File: src/rtl/spi_master_arbiter.sv
`default_nettype none
// ============================================================================
// Module      : spi_master_arbiter
// Description : Round-robin arbiter in front of a single SPI master. Each
//               granted command is sent as one frame {rw, addr, wdata}, MSB
//               first, and the read data is returned to the winner.
// Revision    : 1.0 - initial release
// ============================================================================
module spi_master_arbiter #(
    parameter int NUM_REQ   = 2,
    parameter int ADDR_BITS = 7,
    parameter int DATA_BITS = 8,
    parameter int SCK_DIV   = 4,
    parameter int SS_GAP    = 4
) (
    input  logic                           clk,
    input  logic                           reset,
    input  logic [NUM_REQ-1:0]             req_valid,
    output logic [NUM_REQ-1:0]             req_ready,
    input  logic [NUM_REQ-1:0]             req_rw,
    input  logic [NUM_REQ*ADDR_BITS-1:0]   req_addr,
    input  logic [NUM_REQ*DATA_BITS-1:0]   req_wdata,
    output logic                           rsp_valid,
    output logic [1:0]                     rsp_id,
    output logic [DATA_BITS-1:0]           rsp_rdata,
    output logic                           busy,
    output logic                           sck,
    output logic                           ss,
    output logic                           mosi,
    input  logic                           miso
);

    localparam int FB      = 1 + ADDR_BITS + DATA_BITS;
    localparam int CNT_MAX = (SCK_DIV > SS_GAP) ? SCK_DIV : SS_GAP;
    localparam int CNT_W   = $clog2(CNT_MAX + 1);
    localparam int BIT_W   = $clog2(FB + 1);

    localparam logic [CNT_W-1:0] DIV_LAST = CNT_W'(SCK_DIV - 1);
    localparam logic [CNT_W-1:0] GAP_LAST = CNT_W'(SS_GAP - 1);
    localparam logic [BIT_W-1:0] FB_CNT   = BIT_W'(FB);

    localparam logic [2:0] IDLE  = 3'd0;
    localparam logic [2:0] SETUP = 3'd1;
    localparam logic [2:0] SHIFT = 3'd2;
    localparam logic [2:0] HOLD  = 3'd3;
    localparam logic [2:0] GAP   = 3'd4;

    logic [2:0]           state;
    logic [CNT_W-1:0]     div_cnt;
    logic [BIT_W-1:0]     bit_cnt;
    logic [FB-1:0]        tx_shift;
    logic [DATA_BITS-1:0] rx_shift;
    logic [1:0]           cur_id;
    logic                 cur_rw;
    logic [1:0]           last_id;

    // Requester payloads padded to four slots so a 2-bit id can index them.
    logic [ADDR_BITS-1:0] addr_arr [4];
    logic [DATA_BITS-1:0] data_arr [4];
    logic [3:0]           rw_pad;

    for (genvar g = 0; g < 4; g++) begin : g_pad
        if (g < NUM_REQ) begin : g_used
            assign addr_arr[g] = req_addr[g*ADDR_BITS +: ADDR_BITS];
            assign data_arr[g] = req_wdata[g*DATA_BITS +: DATA_BITS];
            assign rw_pad[g]   = req_rw[g];
        end else begin : g_unused
            assign addr_arr[g] = '0;
            assign data_arr[g] = '0;
            assign rw_pad[g]   = 1'b0;
        end
    end

    logic [3:0]    valid_pad;
    logic [3:0]    grant_pad;
    logic [1:0]    win_id;
    logic          any_win;
    logic [2:0]    cand;
    logic [FB-1:0] tx_word;

    // Round-robin search starting just after the last granted requester.
    always_comb begin
        valid_pad = 4'(req_valid);
        grant_pad = '0;
        win_id    = last_id;
        any_win   = 1'b0;
        cand      = '0;
        for (int i = 0; i < NUM_REQ; i++) begin
            cand = {1'b0, last_id} + 3'(i + 1);
            if (cand >= 3'(NUM_REQ)) begin
                cand = cand - 3'(NUM_REQ);
            end
            if (!any_win && valid_pad[cand[1:0]]) begin
                any_win = 1'b1;
                win_id  = cand[1:0];
            end
        end
        grant_pad[win_id] = any_win;
    end

    // Read frames drive zeros during the data phase.
    assign tx_word = {rw_pad[win_id], addr_arr[win_id],
                      rw_pad[win_id] ? {DATA_BITS{1'b0}} : data_arr[win_id]};

    assign req_ready = (reset && (state == IDLE)) ? grant_pad[NUM_REQ-1:0] : '0;
    assign busy      = (state != IDLE);

    // Frame sequencer: grant, ss setup, sck shifting, hold, inter-frame gap.
    always_ff @(posedge clk or negedge reset) begin
        if (!reset) begin
            state     <= IDLE;
            div_cnt   <= '0;
            bit_cnt   <= '0;
            tx_shift  <= '0;
            rx_shift  <= '0;
            cur_id    <= '0;
            cur_rw    <= 1'b0;
            last_id   <= 2'(NUM_REQ - 1);
            sck       <= 1'b0;
            ss        <= 1'b1;
            mosi      <= 1'b0;
            rsp_valid <= 1'b0;
            rsp_id    <= '0;
            rsp_rdata <= '0;
        end else begin
            rsp_valid <= 1'b0;
            case (state)
                IDLE: begin
                    if (any_win) begin
                        state    <= SETUP;
                        ss       <= 1'b0;
                        tx_shift <= tx_word;
                        mosi     <= tx_word[FB-1];
                        cur_id   <= win_id;
                        last_id  <= win_id;
                        cur_rw   <= rw_pad[win_id];
                        div_cnt  <= '0;
                        bit_cnt  <= '0;
                    end
                end
                SETUP: begin
                    if (div_cnt == DIV_LAST) begin
                        div_cnt  <= '0;
                        sck      <= 1'b1;
                        bit_cnt  <= BIT_W'(1);
                        rx_shift <= {rx_shift[DATA_BITS-2:0], miso};
                        state    <= SHIFT;
                    end else begin
                        div_cnt <= div_cnt + 1'b1;
                    end
                end
                SHIFT: begin
                    if (div_cnt == DIV_LAST) begin
                        div_cnt <= '0;
                        if (sck) begin
                            sck <= 1'b0;
                            if (bit_cnt == FB_CNT) begin
                                state <= HOLD;
                            end else begin
                                tx_shift <= tx_shift << 1;
                                mosi     <= tx_shift[FB-2];
                            end
                        end else begin
                            sck      <= 1'b1;
                            bit_cnt  <= bit_cnt + 1'b1;
                            rx_shift <= {rx_shift[DATA_BITS-2:0], miso};
                        end
                    end else begin
                        div_cnt <= div_cnt + 1'b1;
                    end
                end
                HOLD: begin
                    if (div_cnt == DIV_LAST) begin
                        div_cnt   <= '0;
                        ss        <= 1'b1;
                        mosi      <= 1'b0;
                        rsp_valid <= 1'b1;
                        rsp_id    <= cur_id;
                        rsp_rdata <= cur_rw ? rx_shift : '0;
                        state     <= GAP;
                    end else begin
                        div_cnt <= div_cnt + 1'b1;
                    end
                end
                GAP: begin
                    if (div_cnt == GAP_LAST) begin
                        div_cnt <= '0;
                        state   <= IDLE;
                    end else begin
                        div_cnt <= div_cnt + 1'b1;
                    end
                end
                default: begin
                    state <= IDLE;
                end
            endcase
        end
    end

endmodule
`default_nettype wire

File: config.mk
export PLATFORM = sky130hd
export DESIGN_NAME = spi_master_arbiter
export DESIGN_NICKNAME = d
export VERILOG_FILES = /design/src/rtl/spi_master_arbiter.sv
export SDC_FILE = /design/constraint.sdc
export NUM_CORES = 1
export LEC_CHECK = 0
export CORE_ASPECT_RATIO = 0.9
export CORE_MARGIN = 2
export CORE_UTILIZATION = 39
export DETAILED_ROUTE_END_ITERATION = 12
export PLACE_DENSITY_LB_ADDON = 0.25
export SYNTH_ARGS = -nofsm -noshare
export SYNTH_HDL_FRONTEND = slang
export SYNTH_SLANG_ARGS = --single-unit
File: constraint.sdc
create_clock -name clk -period 2.6 [get_ports clk]
set_clock_uncertainty 0.1 [all_clocks]
set_input_delay 0.65 -clock clk [delete_from_list [all_inputs] [get_ports clk]]
set_output_delay 0.65 -clock clk [all_outputs]
set_load 0.01 [all_outputs]
Word-level counts from Yosys, hierarchy flattened. Cells that the tools add are included.

Equal/unequal tests: 15. $lt $le $gt $ge: 7. Reductions and logical operators: 23. Multiplexer cells: 62. Add/sub/neg operators: 6. Bitwise logic cells: 2.

Operators with widths (number): two-way mux 15 bit (4); two-way mux 8 bit (7); case mux 15 bit (2 select lines) (1); two-way mux 3 bit (9); two-way mux 5 bit (4); inequality test 2 bit (second input constant) (9); two-way mux 1 bit (17); binary-select mux 8 bit (select 2 bit) (1); case mux 8 bit (2 select lines) (1); case mux 3 bit (5 select lines) (1); case mux 5 bit (3 select lines) (1); binary-select mux 7 bit (select 2 bit) (1); two-way mux 7 bit (2); two-way mux 2 bit (5); AND reduction 5 bit (2); == test 3 x 2 -> 1 bit (second input constant) (3); less-than comparator 2 x 3 -> 1 bit (second input constant) (3); nonzero test 3 bit (3); nonzero test 2 bit (4); AND reduction 7 bit (1); binary-select mux 1 bit (select 2 bit) (3); >= comparator 3 x 2 -> 1 bit (second input constant) (2); case mux 3 bit (2 select lines) (1); AND reduction 2 bit (3); 22 further kinds (27).

Bits of input ports: 37. Output and inout port bits: 17. Register bits: 53.

Longest topological paths before layout. Gate-level depths: netlist of run 1.

Depth in word-level cells: 16. Depth in mapped cells: 8.

Worst setup path before layout of run 1. No wires, ideal clock.

Path type: input to output. Start point: input req_valid[0]. End point: output req_ready[1]. Path buffers: 2. Slack: 0.218 ns. Arrival: 1.632 ns. Cell stages on the path: 5. Cells stage by stage: clkbuf_1 o21bai_1 a21oi_4 buf_4 and3_1.

Longest elaborated chain between the ends: 12.

Ends and longest elaborated chain: start, declared (RTL line 18) `input logic [NUM_REQ-1:0] req_valid,`; binary-select mux 1 bit (select 2 bit) (RTL line 93) `if (!any_win && valid_pad[cand[1:0]]) begin`; two-way mux 1 bit (implied by the code) (RTL line 93); two-way mux 1 bit (RTL line 93); zero test 1 bit (RTL line 93); logical AND 1 bit (RTL line 93); two-way mux 2 bit (RTL line 93); less-than comparator 2 x 3 -> 1 bit (implied by the code) or >= comparator 2 x 1 -> 1 bit (tied branches) (RTL line 98) `grant_pad[win_id] = any_win;`; logical AND 1 bit (implied by the code) (RTL line 98); two-way mux 1 bit (implied by the code) (RTL line 98); demux 1 bit (select 2 bit) (RTL line 98); AND 2 bit (no line) (*); two-way mux 2 bit (*) (RTL line 105) `assign req_ready = (reset && (state == IDLE)) ? grant_pad[NUM_REQ-1:0] : '0;`; end, declared (RTL line 19) `output logic [NUM_REQ-1:0] req_ready,`.

Mark *: on every way between the ends. The rest lies on a longest branch, timed or not. The select of a mux whose other input is x is not followed.

Worst setup path after layout of run 1. Same ends and word-level chain as after synthesis.

==> results of run 1 <==
worst max-delay path by stage:
| stage | start | cells after the start | to | slack, ns |
|---|---|---|---|---|
| after floorplan | req_valid[0] | 5 | req_ready[1] | 0.22 |
| after global placement | req_valid[1] | 5 | req_ready[1] | -0.44 |
| after detailed placement | req_valid[1] | 5 | req_ready[1] | -0.46 |
| after CTS | req_valid[1] | 5 | req_ready[0] | 0.02 |
| after global routing | last_id[0] | 5 | req_ready[1] | 0.02 |
| final | req_valid[0] | 6 | req_ready[1] | 0.07 |
timing repair:
action                     CTS  global route
hold buffers                 0             0
setup buffers                0             1
setup endpoints to repair    2             2
resized for setup            5             5
cells by family after synthesis:
group | after synthesis | share of synthesized area (%)
muxes | 20 | 7.30
adders and majority gates | 3 | 1.26
xor gates and xnor gates | 1 | 0.294
DFF | 52 | 43.7
and+or+nand+nor | 105 | 19.4
AOI/OAI and AO/OA | 91 | 22.2
buffers and inverters | 34 | 5.83
sequential cells by signal, summed over array words and instances (netlist names):
name       count
mosi           1
bit_cnt        5
sck            1
rsp_rdata      8
rsp_valid      1
div_cnt        3
rx_shift       8
cur_id         2
rsp_id         2
last_id        1
ss             1
tx_shift      15
state          3
cur_rw         1
metal layers:
metal | GRT usage (%) | share of wire (%)
met5 | 0 | 0
met1 | 24.4 | 48
met3 | 3.46 | 4.2
met4 | 6.10 | 1.6
met2 | 29.3 | 46
power breakdown:
part	switching, W	internal (W)	total [W]
combinational	0.000946	0.000882	0.00183
sequential	0.000238	0.00114	0.00138
clock	0.000279	0.000192	0.000472
total	0.00146	0.00222	0.00368
cell type report:
type	instances	area, um2	area share (%)
tap	96	120	3.21
sequential	52	1300	34.9
clock inverter	2	16.3	0.435
clock buffer	6	72.6	1.94
multi-input combinational	220	1510	40.4
inverter	10	37.5	1.00
timing repair buffer	75	678	18.1
cell usage after synthesis (2+ instances only):
cell | number | area, um2
clkbuf_2 | 2 | 10.0
nor2_1 | 15 | 56.3
o22ai_1 | 7 | 43.8
nand3_1 | 8 | 40.0
inv_1 | 9 | 33.8
mux2_2 | 10 | 113
dfrtp_1 | 50 | 1250
buf_4 | 4 | 30.0
o2bb2ai_1 | 15 | 131
mux2i_1 | 9 | 90.1
dfstp_2 | 2 | 52.6
buf_1 | 2 | 7.51
ha_1 | 3 | 37.5
nor3_1 | 9 | 45.0
a221oi_1 | 8 | 70.1
clkbuf_1 | 8 | 30.0
a211oi_1 | 2 | 15.0
nand4b_1 | 4 | 35.0
o21ai_0 | 17 | 85.1
nand2_1 | 34 | 128
buf_2 | 5 | 25.0
nand2b_1 | 11 | 68.8
o31a_1 | 2 | 17.5
nor3b_1 | 3 | 22.5
nor2b_1 | 4 | 25.0
a31oi_1 | 7 | 43.8
or2_2 | 2 | 12.5
and3_1 | 3 | 18.8
a21oi_1 | 9 | 45.0
nand3b_1 | 2 | 15.0
o21a_1 | 2 | 15.0
nor3_4 | 2 | 32.5
o211ai_1 | 7 | 52.6
buf_6 | 3 | 33.8
worst max-delay path, cell delays in order:
cell,delay [ns]
dlygate4sd2_1,0.29
buf_4,0.14
nor2_1,0.03
a21o_1,0.18
and3_1,0.19
dlygate4sd2_1,0.29
stage by stage:
| step | total power, W | instance area [um2] | utilization [%] | std cells |
|---|---|---|---|---|
| finish | 0.00368 | 3740 | 50.0 | 461 |
| detailed placement | 0.00323 | 3650 | 48.8 | 452 |
| CTS | 0.00370 | 3740 | 50.0 | 460 |
| global route | 0.00399 | 3740 | 50.0 | 461 |
| floorplan | 0.00262 | 2980 | - | 306 |
| global placement | 0.00317 | 3650 | 48.8 | 452 |
==> results by group, run 1 <==
Synth
  – Synthesized instance count: 306
  – Distinct cells, synth: 60
  – Synthesized Nets: 346
  – Netlist area before placement: 0.00298 mm2
  – Post-synth EDFFs: 0
  – Yosys warns: 0
  – Primary FF master, synth: dfrtp_1
  – Avg Inst Size Synth: 9.74 um2
  – Synth async-reset ratio: 100%
  – Yosys reg bits: 52
  – Seq/Total Area, Yosys: approximately 44%

Clock network
  – Clk pin slew, worst setup/hold paths: approximately 0.09 ns
  – Clock buffer count from CTS: 5
  – H-tree lvl count: 2
  – Clk sinks: 52
  – CTS tree: done
  – Worst-skew pair later-pin latency: 0.31 ns
  – Root buffer cell: clkbuf_8
  – CTS Buffer Depth: 2

Timing
  – Setup violators final: 0
  – Final worst slack: 0.0723 ns
  – Slew Limit Fails: 0
  – Worst slew margin: a little under three fifths
  – Final Hold Vio Count: 0
  – Tightest Pin Transition: 0.659 ns
  – Final Critical Period: 2.53 ns
  – Setup TNS: 0 ns
  – Final worst-path cycle share: around 97%
  – WHS: 0.386 ns
  – Setup repair after global routing missed its margin: false
  – Fmax achieved: 396 MHz

Placed design
  – Detail Placement HPWL: 5.10 mm
  – Worst slack, placed: -0.460 ns
  – IO Port Bufs: 53
  – Global placer's final weighted congestion: just over 0.8

Pwr
  – PD cells: 984 mW/mm2
  – Pleak: 1.53 nW
  – VDD IR max: 0.000371 V

Drt
  – WL per Instance: 15.2 um
  – DRC viols: 0
  – Routed vias/inst: 5.49
  – Router iterations before antenna repair: 4
  – Routed Antenna Nets: 0
  – DRT Wirelength: roughly 7 mm
  – Vias: 2,531
  – Initial DRC Count: 99

Critical path
  – Worst EP arrival: 1.78 ns
  – Worst R2R Start: bit_cnt[0]
  – Startpoint Class: input pin
  – Largest fanout on the critical path: 3
  – Worst Reg-to-Reg Cells: 6
  – Crit path kind: in -> out
  – R2R Path End: tx_shift[14]
  – FF-to-FF setup slack: 0.44 ns
  – Required @ worst endpoint: 1.85 ns
  – CP Capture Type: output pin

Final layout
  – Layout cell share with drive strength beyond 1: approximately 17%
  – Nets: 404
  – Syn-to-layout area delta: 25.3%
  – ANT cells: 0
  – Most frequent cells in the layout: dfrtp_1 (50), clkdlybuf4s50_1 (48), nand2_1 (34)
  – Fill count: 728
  – Most common cell after layout, fill and taps aside: dfrtp_1

Global routing
  – Initial antenna violation count: 0
  – Largest net degree at the start of global routing: 53
  – First-pass GRT wire length: 11.9 mm
  – Total gr overflow: 0
  – GRT Resource Usage Total: about 18%
  – Vias in the first global route: 2,523

Die
  – Io pins: 54
  – Chip width: 96.2 um
  – Core Region: 0.00747 mm2
  – Die Area: 0.00836 mm2
  – Site row count: 30
  – Starting Density: 39.9%
  – Vert. Die Dim: 87.0 um

Run
  – Max_cap viols: 0

Run status
  – Run status: complete, no violations

Worst hold path
  – Hold Crit Depth: 2
  – Hold path endpoint: rsp_rdata[4]
  – Worst hold path type: reg -> reg
  – Hold Crit Start: rsp_rdata[4]
Note: power is estimated with default switching activity, not from simulation.
==> inputs of run 2 (changes only) <==
==> constraint.sdc (replaced) <==
create_clock -name clk -period 2.6 [get_ports clk]
set_clock_uncertainty 0.1 [all_clocks]
set_input_delay 0.39 -clock clk [delete_from_list [all_inputs] [get_ports clk]]
set_output_delay 0.39 -clock clk [all_outputs]
set_load 0.01 [all_outputs]
==> results by group, run 2 (synthesis results as in run 1) <==
Global routing
  – First-pass GRT wire length: 11.6 mm (was 11.9 mm)
  – Initial antenna violation count: 0 (unchanged)
  – Total gr overflow: 0 (unchanged)
  – GRT Resource Usage Total: 17.8% (was 18.1%)
  – Vias in the first global route: 2,438 (was 2,523)
  – Largest net degree at the start of global routing: 53 (unchanged)

Drt
  – Initial DRC Count: 91 (was 99)
  – Vias: 2,479 (was 2,531)
  – Routed vias/inst: 5.42 (was 5.49)
  – Routed Antenna Nets: 0 (unchanged)
  – DRT Wirelength: 6.94 mm (was 7.00 mm)
  – Router iterations before antenna repair: 4 (unchanged)
  – WL per Instance: 15.2 um (about the same)
  – DRC viols: 0 (unchanged)

Timing
  – Tightest Pin Transition: 0.658 ns (was 0.659 ns)
  – Fmax achieved: 401 MHz (was 396 MHz)
  – Setup repair after global routing missed its margin: false (unchanged)
  – Setup violators final: 0 (unchanged)
  – Final worst-path cycle share: 96.0% (was 97.2%)
  – Worst slew margin: 56.1% (was 56.0%)
  – Final Critical Period: 2.50 ns (was 2.53 ns)
  – Slew Limit Fails: 0 (unchanged)
  – WHS: 0.158 ns (was 0.386 ns)
  – Final Hold Vio Count: 0 (unchanged)
  – Setup TNS: 0 ns (unchanged)

Critical path
  – Crit path max-delay family: buffers and inverters (unchanged)
  – Largest fanout on the critical path: 5 (was 3)
  – Startpoint Class: register (was input pin)
  – Required @ worst endpoint: 2.11 ns (was 1.85 ns)
  – Crit path kind: reg -> out (was in -> out)
  – Crit path cell chain: nor3_4 -> inv_2 -> a21oi_4 -> and3_1 -> clkdlybuf4s50_1 (was dlygate4sd2_1 -> buf_4 -> nor2_1 -> a21o_1 -> and3_1 -> dlygate4sd2_1)
  – Worst EP arrival: 2.01 ns (was 1.78 ns)
  – Critical path buffers and inverters: 2 (was 3)
  – Critical Path Max Stage Delay: 0.55 ns (was 0.29 ns)
  – CP max stage cell: clkdlybuf4s50_1 (was dlygate4sd2_1)
  – CP Capture Type: output pin (unchanged)

Pwr
  – PD cells: 985 mW/mm2 (was 984 mW/mm2)
  – VDD IR max: 0.000393 V (was 0.000371 V)
  – Pleak: 1.53 nW (about the same)

Final layout
  – Biggest register: tx_shift (unchanged)
  – ANT cells: 0 (unchanged)
  – Syn-to-layout area delta: 24.8% (was 25.3%)
  – Nets: 400 (was 404)
  – Max FFs per register: 15 (unchanged)
  – Most frequent cells in the layout: dfrtp_1 (50), clkdlybuf4s50_1 (50), nand2_1 (34) (was dfrtp_1 (50), clkdlybuf4s50_1 (48), nand2_1 (34))
  – Layout cell share with drive strength beyond 1: 15.5% (was 17.3%)
  – Largest registers: tx_shift (15), rsp_rdata (8), rx_shift (8) (unchanged)

Clock network
  – CTS Buffer Depth: 2 (unchanged)
  – Worst-skew pair later-pin latency: 0.30 ns (was 0.31 ns)
  – H-tree lvl count: 2 (unchanged)
  – Clk sinks: 52 (unchanged)
  – CTS tree: done (unchanged)
  – Root buffer cell: clkbuf_8 (unchanged)
  – Clock buffer count from CTS: 5 (unchanged)
  – Clk pin slew, worst setup/hold paths: 0.09 ns (about the same)

Placed design
  – Global placer's final weighted congestion: 0.804 (was 0.817)
  – IO Port Bufs: 53 (unchanged)
  – Detail Placement HPWL: 5.09 mm (was 5.10 mm)

Die
  – Chip width: 96.2 um (unchanged)
  – Vert. Die Dim: 87.0 um (unchanged)
  – Io pins: 54 (unchanged)
  – Starting Density: 39.9% (unchanged)
  – Site row count: 30 (unchanged)
  – Core Region: 0.00747 mm2 (unchanged)
  – Die Area: 0.00836 mm2 (unchanged)

Run
  – Max_cap viols: 0 (unchanged)

Worst hold path
  – Worst hold path type: in -> async (was reg -> reg)

Run status
  – Run status: complete, no violations (unchanged)
==> run 2: cell count changes in the layout (fill, tap and decap cells not counted), moves of 2 or more <==
cell,delta
buf_4,-4
clkbuf_2,-2
clkdlybuf4s50_1,+2
dlygate4sd2_1,-2
dlymetal6s2s_1,+2
==> run 2: worst paths after layout <==
check                               endpoint  cells past startpoint  slack (ns)          from
worst max-delay path            req_ready[0]                      5        0.10      state[1]
worst min-delay path              div_cnt[1]                      2        0.16         reset
worst max register to register  tx_shift[14]                      6        0.46    bit_cnt[0]
worst min register to register  rsp_rdata[4]                      2        0.38  rsp_rdata[4]
max in group asynchronous           state[0]                      2        1.80         reset
min in group clk                rsp_rdata[4]                      2        0.38  rsp_rdata[4]
==> run 2: metal layers <==
layer	track usage (%)	wire length (um)
met1	24.7	3310
met4	4.81	47
met3	2.77	262
met2	28.8	3320
met5	0	0
==> run 2: cell type report <==
cell class	count	area [um2]
sequential	52	1300
clock inverter	3	22.5
inverter	10	37.5
multi-input combinational	220	1500
tap	96	120
timing repair buffer	71	666
fill	698	3750
clock buffer	5	68.8
==> run 2: power breakdown <==
group	switching, W	internal, W	leakage (nW)
logic	0.000941	0.000878	0.821
registers	0.000237	0.00114	0.657
clock network	0.000275	0.000193	0.0485
==> run 2: per-stage QoR <==
step | worst slack [ns] | cells | area (um2) | utilization [%] | total power, W
4_1_cts | 0.0516 | 455 | 3700 | 49.6 | 0.00369
3_5_place_dp | 0.0656 | 447 | 3610 | 48.3 | 0.00321
6_report | 0.104 | 457 | 3720 | 49.8 | 0.00367
5_1_grt | 0.0201 | 457 | 3720 | 49.8 | 0.00397
3_3_place_gp | 0.0887 | 447 | 3610 | 48.3 | 0.00316
2_1_floorplan | 0.601 | 306 | 2980 | - | 0.00262
==> run 2: repair_timing <==
item	CTS	global route
resized for setup	0	2
hold buffers	0	0
setup buffers	0	2
setup endpoints to repair	0	2
==> patch: new RTL, flow settings as in run 2 <==
Set the parameter `ADDR_BITS` to 6 (it was 7).
--- a/src/rtl/spi_master_arbiter.sv
+++ b/src/rtl/spi_master_arbiter.sv
@@ -8,7 +8,7 @@
 // ============================================================================
 module spi_master_arbiter #(
     parameter int NUM_REQ   = 2,
-    parameter int ADDR_BITS = 7,
+    parameter int ADDR_BITS = 6,
     parameter int DATA_BITS = 8,
     parameter int SCK_DIV   = 4,
     parameter int SS_GAP    = 4
Interface: changed (resized req_addr); port bits go from 54 to 52. The function was not compared with the original's and may differ.
==> patch against run 2 <==
Final area shrank 13%; sequential share of layout area grew 3.5 points; register-to-register slack gained 0.10 ns; die area shrank 15%; utilization grew 2.8 points; routed wire length shrank 24%; sequential cell count shrank 2; total power shrank 11%; highest routed layer unchanged; critical path type is now in -> out; synthesized area shrank 16%; setup slack lost 0.016 ns.
==> patch: results (changes against run 2) <==
[route]
routed_via_density=5.10  ; -5.9%
wl_per_cell_um=13.2  ; -13%
vias=2046  ; -17%
dr.pass1.iters=4  ; unchanged
drt_iter0_markers=101  ; +11%

[place]
place_area_mm2=0.00316  ; -13%
place_congestion=0.832  ; +3.4%
place_hpwl_mm=3.93  ; -23%
pre_cts_slack_ns=0.0532  ; -0.0124 ns
dp.cells=393  ; -12%
port_buffers=51  ; -3.8%

[clock_tree]
clk_transition_reported_paths_ns=0.10
cts_made_buffers=5  ; unchanged
clock_latency_ns=0.31
cts_root_buf=clkbuf_8
h-tree-depth=2  ; unchanged
clock_path_buffers=2  ; unchanged

[logic_synthesis]
syn_nets=294  ; -15%
yosys-top-cells-area=dfrtp_1 48%, mux2_2 7.2%, nand2_1 7.0%, o21ai_0 4.6%, nor2_1 2.5%
synth_cell_types=46  ; -23%
yosys_warnings=0  ; unchanged
synth_common_cells=48 x dfrtp_1, 47 x nand2_1, 23 x o21ai_0
yosysSeqAreaShare_pct=50.0  ; +6.3 points
async_flop_share_pct=100  ; unchanged
ys.flop_type=dfrtp_1
syn_avg_cell_area_um2=9.75  ; about the same

[global_route]
grt_start_max_net_pins=51  ; -3.8%
grt_usage_pct=16.0  ; -1.8 points
antenna_found_initial=0  ; unchanged
grt_pass1_wl_mm=8.73  ; -25%
grt_pass1_vias=1926  ; -21%

[layout]
reg_top3=tx_shift: 14 flops, rsp_rdata: 8 flops, rx_shift: 8 flops
drive_gt1_share_pct=15.3  ; -0.23 points
fill_cells=579  ; -17%
diodes=0  ; unchanged
final_nets=350  ; -13%

[worst_hold_path]
hp-class=in -> async

[outcome]
status=finished, final reports clean

[worst_setup_path]
r2r-start=cur_id[1]
startpoint=req_valid[0]
critPathMaxFanout=5  ; unchanged
worstPathArrival_ns=2.02

[sta]
tightest_slew_ns=0.612  ; -0.0460 ns

[power]
sw_frac_of_total_pct=37.7  ; -2.0 points
ir_drop_uv=321  ; -18%
p_per_area_mw_per_mm2=998  ; +1.3%
leakage_nw=1.40  ; -8.4%

==> patch: critical path, stage by stage <==
cell             delay, ns
clkdlybuf4s50_1       0.55
nor2b_2               0.19
nor2_1                0.07
nor2_2                0.12
and3_1                0.17
clkdlybuf4s50_1       0.53
==> patch: layout make-up <==
class                           count  share of cell area (%)
Clock inverter                      3                   0.769
Multi-Input combinational cell    190                    36.3
Inverter                            4                   0.461
Tap cell                           87                    3.34
Clock buffer                        5                    2.11
Timing Repair Buffer               62                    18.5
Sequential cell                    50                    38.5
==> patch: power groups by stage <==
stage / sequential, W / clock [W] / combinational [W]
2_1_floorplan: 0.00128 / 0 / 0.000991
3_3_place_gp: 0.00131 / 0 / 0.00147
3_5_place_dp: 0.00131 / 0 / 0.00150
4_1_cts: 0.00130 / 0.000480 / 0.00150
5_1_grt: 0.00134 / 0.000509 / 0.00169
6_report: 0.00130 / 0.000461 / 0.00149
==> patch: logic make-up after synthesis <==
kind of cell    after synthesis  share of synthesized area (%)
compound gates               71                           18.9
xor+xnor                      2                          0.699
fa+ha+maj                     2                          0.998
buf+inv                      17                           2.90
flops                        50                           50.0
mux                          16                           7.19
simple gates                 99                           19.3
==> patch: layer usage <==
layer	vias to the layer above	wire length, um	global-route usage, %
met5	-	0	0
li1	1029	-	-
met1	968	2580	22.5
met2	38	2370	23.4
met4	0	130	6.82
met3	11	228	3.91
==> patch: worst paths after layout <==
check	end	cells past startpoint	slack [ns]
max	req_ready[1]	6	0.09
min	rx_shift[3]	2	0.18
max reg2reg	tx_shift[6]	6	0.56
min reg2reg	rsp_id[0]	2	0.38
max in group asynchronous	tx_shift[13]	2	1.81
min in group clk	rsp_id[0]	2	0.38
==> patch: repair_timing <==
action,in CTS,in global routing
resized for setup,0,1
endpoints found under the setup margin,0,2
hold endpoints to repair,0,0
buffers inserted,0,0
